`src/rtl/md_sequencer.sv`:
```
// Multi-cycle signed multiply/divide sequencer for the EX stage.
// Shift-add multiply and restoring divide on magnitudes, with a sign fix-up cycle.
module md_sequencer #(
  parameter int unsigned WIDTH = 16
) (
  input  logic             clk,
  input  logic             reset,
  input  logic             start,
  input  logic [1:0]       op,
  input  logic             abort,
  input  logic [WIDTH-1:0] opA,
  input  logic [WIDTH-1:0] opB,
  output logic             busy,
  output logic             stall,
  output logic             done,
  output logic [WIDTH-1:0] resultLo,
  output logic [WIDTH-1:0] resultHi,
  output logic             divByZero
);

  localparam int unsigned     CntW    = (WIDTH > 1) ? $clog2(WIDTH) : 1;
  localparam logic [CntW-1:0] LastCnt = CntW'(WIDTH - 1);

  localparam logic [1:0] StIdle = 2'd0;
  localparam logic [1:0] StCalc = 2'd1;
  localparam logic [1:0] StFix  = 2'd2;
  localparam logic [1:0] StDone = 2'd3;

  localparam logic [1:0] OpMul = 2'b01;
  localparam logic [1:0] OpDiv = 2'b10;

  logic [1:0]         state_q, state_d;
  logic [1:0]         op_q, op_d;
  logic [CntW-1:0]    count_q, count_d;
  logic [2*WIDTH-1:0] acc_q, acc_d;
  logic [WIDTH-1:0]   mag_a_q, mag_a_d;
  logic [WIDTH-1:0]   mag_b_q, mag_b_d;
  logic               negq_q, negq_d;
  logic               negr_q, negr_d;
  logic [WIDTH-1:0]   res_lo_q, res_lo_d;
  logic [WIDTH-1:0]   res_hi_q, res_hi_d;
  logic               dbz_q, dbz_d;

  logic               start_acc;
  logic [WIDTH-1:0]   abs_a, abs_b, acc_hi, addend;
  logic [WIDTH:0]     mul_sum, trial;
  logic [WIDTH-1:0]   rem_sh, rem_nx, quot_sh, quot_fix, rem_fix;
  logic [2*WIDTH-1:0] prod_fix;

  assign start_acc = start & ((op == OpMul) | (op == OpDiv)) &
                     ((state_q == StIdle) | (state_q == StDone)) & ~abort;

  // Magnitudes fit WIDTH bits unsigned, including |most-negative|.
  assign abs_a  = opA[WIDTH-1] ? -opA : opA;
  assign abs_b  = opB[WIDTH-1] ? -opB : opB;
  assign acc_hi = acc_q[2*WIDTH-1:WIDTH];

  assign addend  = mag_b_q[0] ? mag_a_q : '0;
  assign mul_sum = {1'b0, acc_hi} + {1'b0, addend};

  // Remainder stays below the divisor, so the shifted remainder never overflows WIDTH bits;
  // for divide the dividend register shifts out into rem and collects quotient bits.
  assign rem_sh  = {acc_hi[WIDTH-2:0], mag_a_q[WIDTH-1]};
  assign trial   = {1'b0, rem_sh} - {1'b0, mag_b_q};
  assign quot_sh = {mag_a_q[WIDTH-2:0], ~trial[WIDTH]};
  assign rem_nx  = trial[WIDTH] ? rem_sh : trial[WIDTH-1:0];

  assign prod_fix = negq_q ? -acc_q : acc_q;
  assign quot_fix = negq_q ? -mag_a_q : mag_a_q;
  assign rem_fix  = negr_q ? -acc_hi : acc_hi;

  always_comb begin
    state_d  = state_q;
    op_d     = op_q;
    count_d  = count_q;
    acc_d    = acc_q;
    mag_a_d  = mag_a_q;
    mag_b_d  = mag_b_q;
    negq_d   = negq_q;
    negr_d   = negr_q;
    res_lo_d = res_lo_q;
    res_hi_d = res_hi_q;
    dbz_d    = dbz_q;
    if (abort) begin
      state_d = StIdle;
    end else if (start_acc) begin
      op_d    = op;
      count_d = '0;
      acc_d   = '0;
      mag_a_d = abs_a;
      mag_b_d = abs_b;
      negq_d  = opA[WIDTH-1] ^ opB[WIDTH-1];
      negr_d  = opA[WIDTH-1];
      dbz_d   = 1'b0;
      if ((op == OpDiv) && (opB == '0)) begin
        state_d  = StDone;
        res_lo_d = '1;
        res_hi_d = opA;
        dbz_d    = 1'b1;
      end else begin
        state_d = StCalc;
      end
    end else begin
      case (state_q)
        StCalc: begin
          count_d = count_q + CntW'(1);
          if (op_q == OpMul) begin
            acc_d   = {mul_sum, acc_q[WIDTH-1:1]};
            mag_b_d = mag_b_q >> 1;
          end else begin
            acc_d   = {rem_nx, acc_q[WIDTH-1:0]};
            mag_a_d = quot_sh;
          end
          if (count_q == LastCnt) state_d = StFix;
        end
        StFix: begin
          if (op_q == OpMul) begin
            res_lo_d = prod_fix[WIDTH-1:0];
            res_hi_d = prod_fix[2*WIDTH-1:WIDTH];
          end else begin
            res_lo_d = quot_fix;
            res_hi_d = rem_fix;
          end
          state_d = StDone;
        end
        StDone:  state_d = StIdle;
        default: state_d = StIdle;
      endcase
    end
  end

  always_ff @(posedge clk or posedge reset) begin
    if (reset) begin
      state_q  <= StIdle;
      op_q     <= 2'b00;
      count_q  <= '0;
      acc_q    <= '0;
      mag_a_q  <= '0;
      mag_b_q  <= '0;
      negq_q   <= 1'b0;
      negr_q   <= 1'b0;
      res_lo_q <= '0;
      res_hi_q <= '0;
      dbz_q    <= 1'b0;
    end else begin
      state_q  <= state_d;
      op_q     <= op_d;
      count_q  <= count_d;
      acc_q    <= acc_d;
      mag_a_q  <= mag_a_d;
      mag_b_q  <= mag_b_d;
      negq_q   <= negq_d;
      negr_q   <= negr_d;
      res_lo_q <= res_lo_d;
      res_hi_q <= res_hi_d;
      dbz_q    <= dbz_d;
    end
  end

  assign busy      = (state_q == StCalc) | (state_q == StFix);
  assign stall     = busy | start_acc;
  assign done      = (state_q == StDone);
  assign resultLo  = res_lo_q;
  assign resultHi  = res_hi_q;
  assign divByZero = dbz_q;

endmodule

```
`config.mk`:
```
export PLATFORM = sky130hd
export DESIGN_NAME = md_sequencer
export DESIGN_NICKNAME = d
export VERILOG_FILES = /design/src/rtl/md_sequencer.sv
export SDC_FILE = /design/constraint.sdc
export NUM_CORES = 1
export LEC_CHECK = 0
export ABC_AREA = 1
export CAP_MARGIN = 20
export CORE_UTILIZATION = 65
export CTS_BUF_LIST = sky130_fd_sc_hd__clkbuf_4 sky130_fd_sc_hd__clkbuf_8 sky130_fd_sc_hd__clkbuf_16
export CTS_CLUSTER_DIAMETER = 50
export DETAILED_ROUTE_END_ITERATION = 6
export GPL_TIMING_DRIVEN = 0
export PLACE_DENSITY = 0.87
export SYNTH_ARGS = -nofsm -noshare
export SYNTH_HDL_FRONTEND = slang
export SYNTH_SLANG_ARGS = --single-unit
export TNS_END_PERCENT = 50
```
`constraint.sdc`:
```
create_clock -name clk -period 8.8 [get_ports clk]
set_input_delay 1.32 -clock clk [delete_from_list [all_inputs] [get_ports clk]]
set_output_delay 1.32 -clock clk [all_outputs]
set_load 0.005 [all_outputs]
```
==> results.sh <==
export IMPL_outcome="finished, final reports clean"
export IMPL_crit_fanout=10
export IMPL_synth_seq_cells=107
export IMPL_layout_commonest_cell="nand2_1"
export IMPL_syn_num_nets=1561
export IMPL_r2r_slack_ns=5.64
export IMPL_crit_cells=9
export IMPL_ys_types=46
export IMPL_hold_slack_ns=0.485
export IMPL_p_switching_mw=2.12
export IMPL_drc=0
export IMPL_max_slew_margin_pct=53.9
export IMPL_critical_path_endpoint="stall"
export IMPL_p_per_area_nw_per_um2=378
export IMPL_synth_edf_count=0
export IMPL_cp_slowest_stage_delay_ns=0.49
export IMPL_maxCapViolations=0
export IMPL_fin_crit_sh_pct=54.4
export IMPL_fp_row_count=43
export IMPL_gp_congestion=1.06
export IMPL_yosys_area_share_simple_pct=36.8
export IMPL_worst_r2r_endpoint="acc_q[23]"
export IMPL_cp_cell_sequence="clkdlybuf4s50_1, inv_1, ha_1, nor2_4, nand2_4, buf_2, buf_2, nand2_1, clkdlybuf4s50_1"
export IMPL_synth_compound_area_share_pct=13.9
export IMPL_async_flop_share_pct=100
export IMPL_r2r_cells=14
export IMPL_portBuffers=73
export IMPL_path_buf_inv=5
export IMPL_synth_top_family_by_area="simple AND/OR/NAND/NOR gates"
export IMPL_die_w_um=121
export IMPL_ys_flop_type="dfrtp_1"
export IMPL_p_seq_share_pct=24.0
export IMPL_path_delay_family="buffers and inverters"
export IMPL_grt_max_degree=66
export IMPL_yosys_warnings=0
export IMPL_pre_cts_slack_ns=4.04
export IMPL_fmax_mhz=209
export IMPL_cp_slowest_cell="clkdlybuf4s50_1"
export IMPL_initial_core_util_pct=66.9
export IMPL_wl_per_cell_um=17.4
export IMPL_crit_start="op[0]"
export IMPL_dr_pass1_iters=7
export IMPL_hold_class="reg2reg"
export IMPL_routed_via_density=6.00
export IMPL_synthMuxAreaShare_pct=0
export IMPL_hold_buffers=0
export IMPL_clockBufferDepth=2
export IMPL_hold_viol_final=0
export IMPL_grt_first_pass_wirelength_um=48100
export IMPL_timing_rr_start="mag_b_q[0]"
export IMPL_end_kind="primary output"
export IMPL_post_cts_buffers=0
export IMPL_synthAdderAreaFrac_pct=6.36
export IMPL_synth_area_sq_um=9280
export IMPL_drt_iter0_markers=1308
export IMPL_layout_common_cells="nand2_1 (428), inv_1 (231), nand3_1 (159), nor2_1 (134), dfrtp_1 (107)"
export IMPL_grt_use_total_pct=42.9
export IMPL_ctsResizeCount=0
export IMPL_syn_inst=1477
export IMPL_htreeDepth=3
export IMPL_dr_total_vias=10474
export IMPL_cp_required_ns=7.48
export IMPL_drive_gt1_share_pct=5.30
export IMPL_slew_viol_final=0
export IMPL_cp_start_kind="input port"
export IMPL_swShare_pct=53.2
export IMPL_p_leak_nw=5.67
export IMPL_comb_power_share_pct=65.9
export IMPL_timing_final_ws_setup_ns=4.02
export IMPL_wl_um=30400
export IMPL_yosys_area_share_xor_xnor_pct=1.79
export IMPL_clockRootBuffer="clkbuf_16"
export IMPL_critPathArrivalTime_ns=3.46
export IMPL_dp_hpwl_um=23900
export IMPL_io_pins=74
export IMPL_max_slew_worst_pin_slew_ns=0.689
export IMPL_cts_made_buffers=9
export IMPL_fin_skew_ns=0.00900
export IMPL_clkTransAtPathRegs_ns=0.07
export IMPL_period_needed_ns=4.78
export IMPL_rsz0062_at_grt="no"
export IMPL_syn_area_per_cell_sq_um=6.28
export IMPL_setup_viol=0
export IMPL_coreArea_sq_um=13900
export IMPL_cts_tree="done"
export IMPL_detail_route_antenna_nets=0
export IMPL_finalSetupTns_ns=0
export IMPL_vdd_drop_max_v=0.000193
export IMPL_clk_latency_ns=0.36
export IMPL_dieArea_sq_um=14800
export IMPL_seq_area_frac_synth_pct=28.9
export IMPL_area_growth_pct=13.7
export IMPL_crit_type="in2out"
export IMPL_gr_total_overflow=0
export IMPL_nNetsFinal=1646
export IMPL_die_h_um=121
export IMPL_pwr_share_clk_pct=10.1
export IMPL_clkSinkCount=107
export IMPL_diodes=0
export IMPL_first_global_vias=9290
export IMPL_nFillCells=1178
export IMPL_p_int_mw=1.87
export IMPL_antenna_found_initial=0
[metal layers]
layer / vias to the layer above / global-route usage, % / wire (um)
li1: 4923 / - / -
met1: 4791 / 57.4 / 12400
met2: 643 / 63.1 / 12900
met3: 117 / 11.9 / 3560
met4: 0 / 21.8 / 1570
met5: - / 0 / 0
[logic make-up (layout without fill, tap and decap cells)]
family	Yosys count	in the layout
AO/OA/AOI/OAI	229	229
XOR/XNOR	19	19
adder cells (fa/ha/maj)	46	46
buffers and inverters	282	372
flip-flops	107	107
AND/OR/NAND/NOR	794	794
[worst min-delay path by stage]
stage | start | endpoint | slack, ns | cells past startpoint
3_5_place_dp | mag_b_q[11] | mag_b_q[11] | 0.47 | 2
3_3_place_gp | op_q[1] | op_q[1] | 0.46 | 2
4_1_cts | mag_b_q[11] | mag_b_q[11] | 0.48 | 2
6_report | mag_b_q[13] | mag_b_q[13] | 0.48 | 2
5_1_grt | resultLo[4] | resultLo[4] | 0.50 | 2
2_1_floorplan | mag_b_q[13] | mag_b_q[13] | 0.45 | 2
[area by class of cell]
type                       instances  area [sq um]  share of cell area [%]
clock inverter                     2          10.0                  0.0949
multi-input combinational       1088          5470                    51.8
clock buffer                      14           275                    2.61
sequential                       107          2680                    25.4
timing repair buffer              74           758                    7.19
buffer                            43           234                    2.22
inverter                         239           902                    8.55
tap                              180           225                    2.13
[state kept, by name, indices dropped and copies added (netlist names)]
register	count
state_q	2
divByZero	1
resultHi	16
negr_q	1
negq_q	1
mag_b_q	16
mag_a_q	16
acc_q	32
resultLo	16
op_q	2
count_q	4
[cell usage after synthesis, drive strengths merged, types with 5 or more instances]
cell | n | area, sq um
a21oi | 69 | 364
buf | 29 | 181
clkbuf | 14 | 52.6
dfrtp | 107 | 2680
ha | 44 | 551
inv | 239 | 900
nand2 | 436 | 1670
nand3 | 159 | 796
nand3b | 6 | 57.6
nand4 | 16 | 100
nor2 | 147 | 614
nor3 | 20 | 110
o211ai | 17 | 128
o21ai | 99 | 495
o21bai | 5 | 37.5
o22ai | 21 | 131
or2 | 5 | 31.3
xnor2 | 5 | 43.8
xor2 | 14 | 123
[worst register-to-register path: stages, from the launching register on]
cell	delay (ns)
dfrtp_1	0.40
clkbuf_1	0.31
clkbuf_1	0.40
nand2_1	0.13
inv_1	0.08
ha_1	0.15
inv_1	0.05
fa_1	0.41
o21ai_0	0.42
nand2_1	0.14
nand3_1	0.10
nand2_1	0.05
o21ai_0	0.22
o21bai_1	0.14
nand2_1	0.06
[power groups by stage]
stage,clock network [mW],registers (mW),logic [mW]
after floorplan,0,0.862,1.79
after global placement,0,0.938,2.47
after detailed placement,0,0.943,2.53
after CTS,0.401,0.940,2.55
after global routing,0.422,0.973,2.91
final,0.404,0.958,2.63
[metrics by stage]
step                utilization [%]  total power, mW  instance area [sq um]  instances
global placement               73.7             3.41                  10200       1730
floorplan                         -             2.66                   9280       1477
detailed placement             74.0             3.47                  10300       1731
finish                         76.0             3.99                  10600       1747
global route                   76.0             4.31                  10600       1747
CTS                            76.0             3.89                  10600       1747
(Power assumes the default switching activity.)
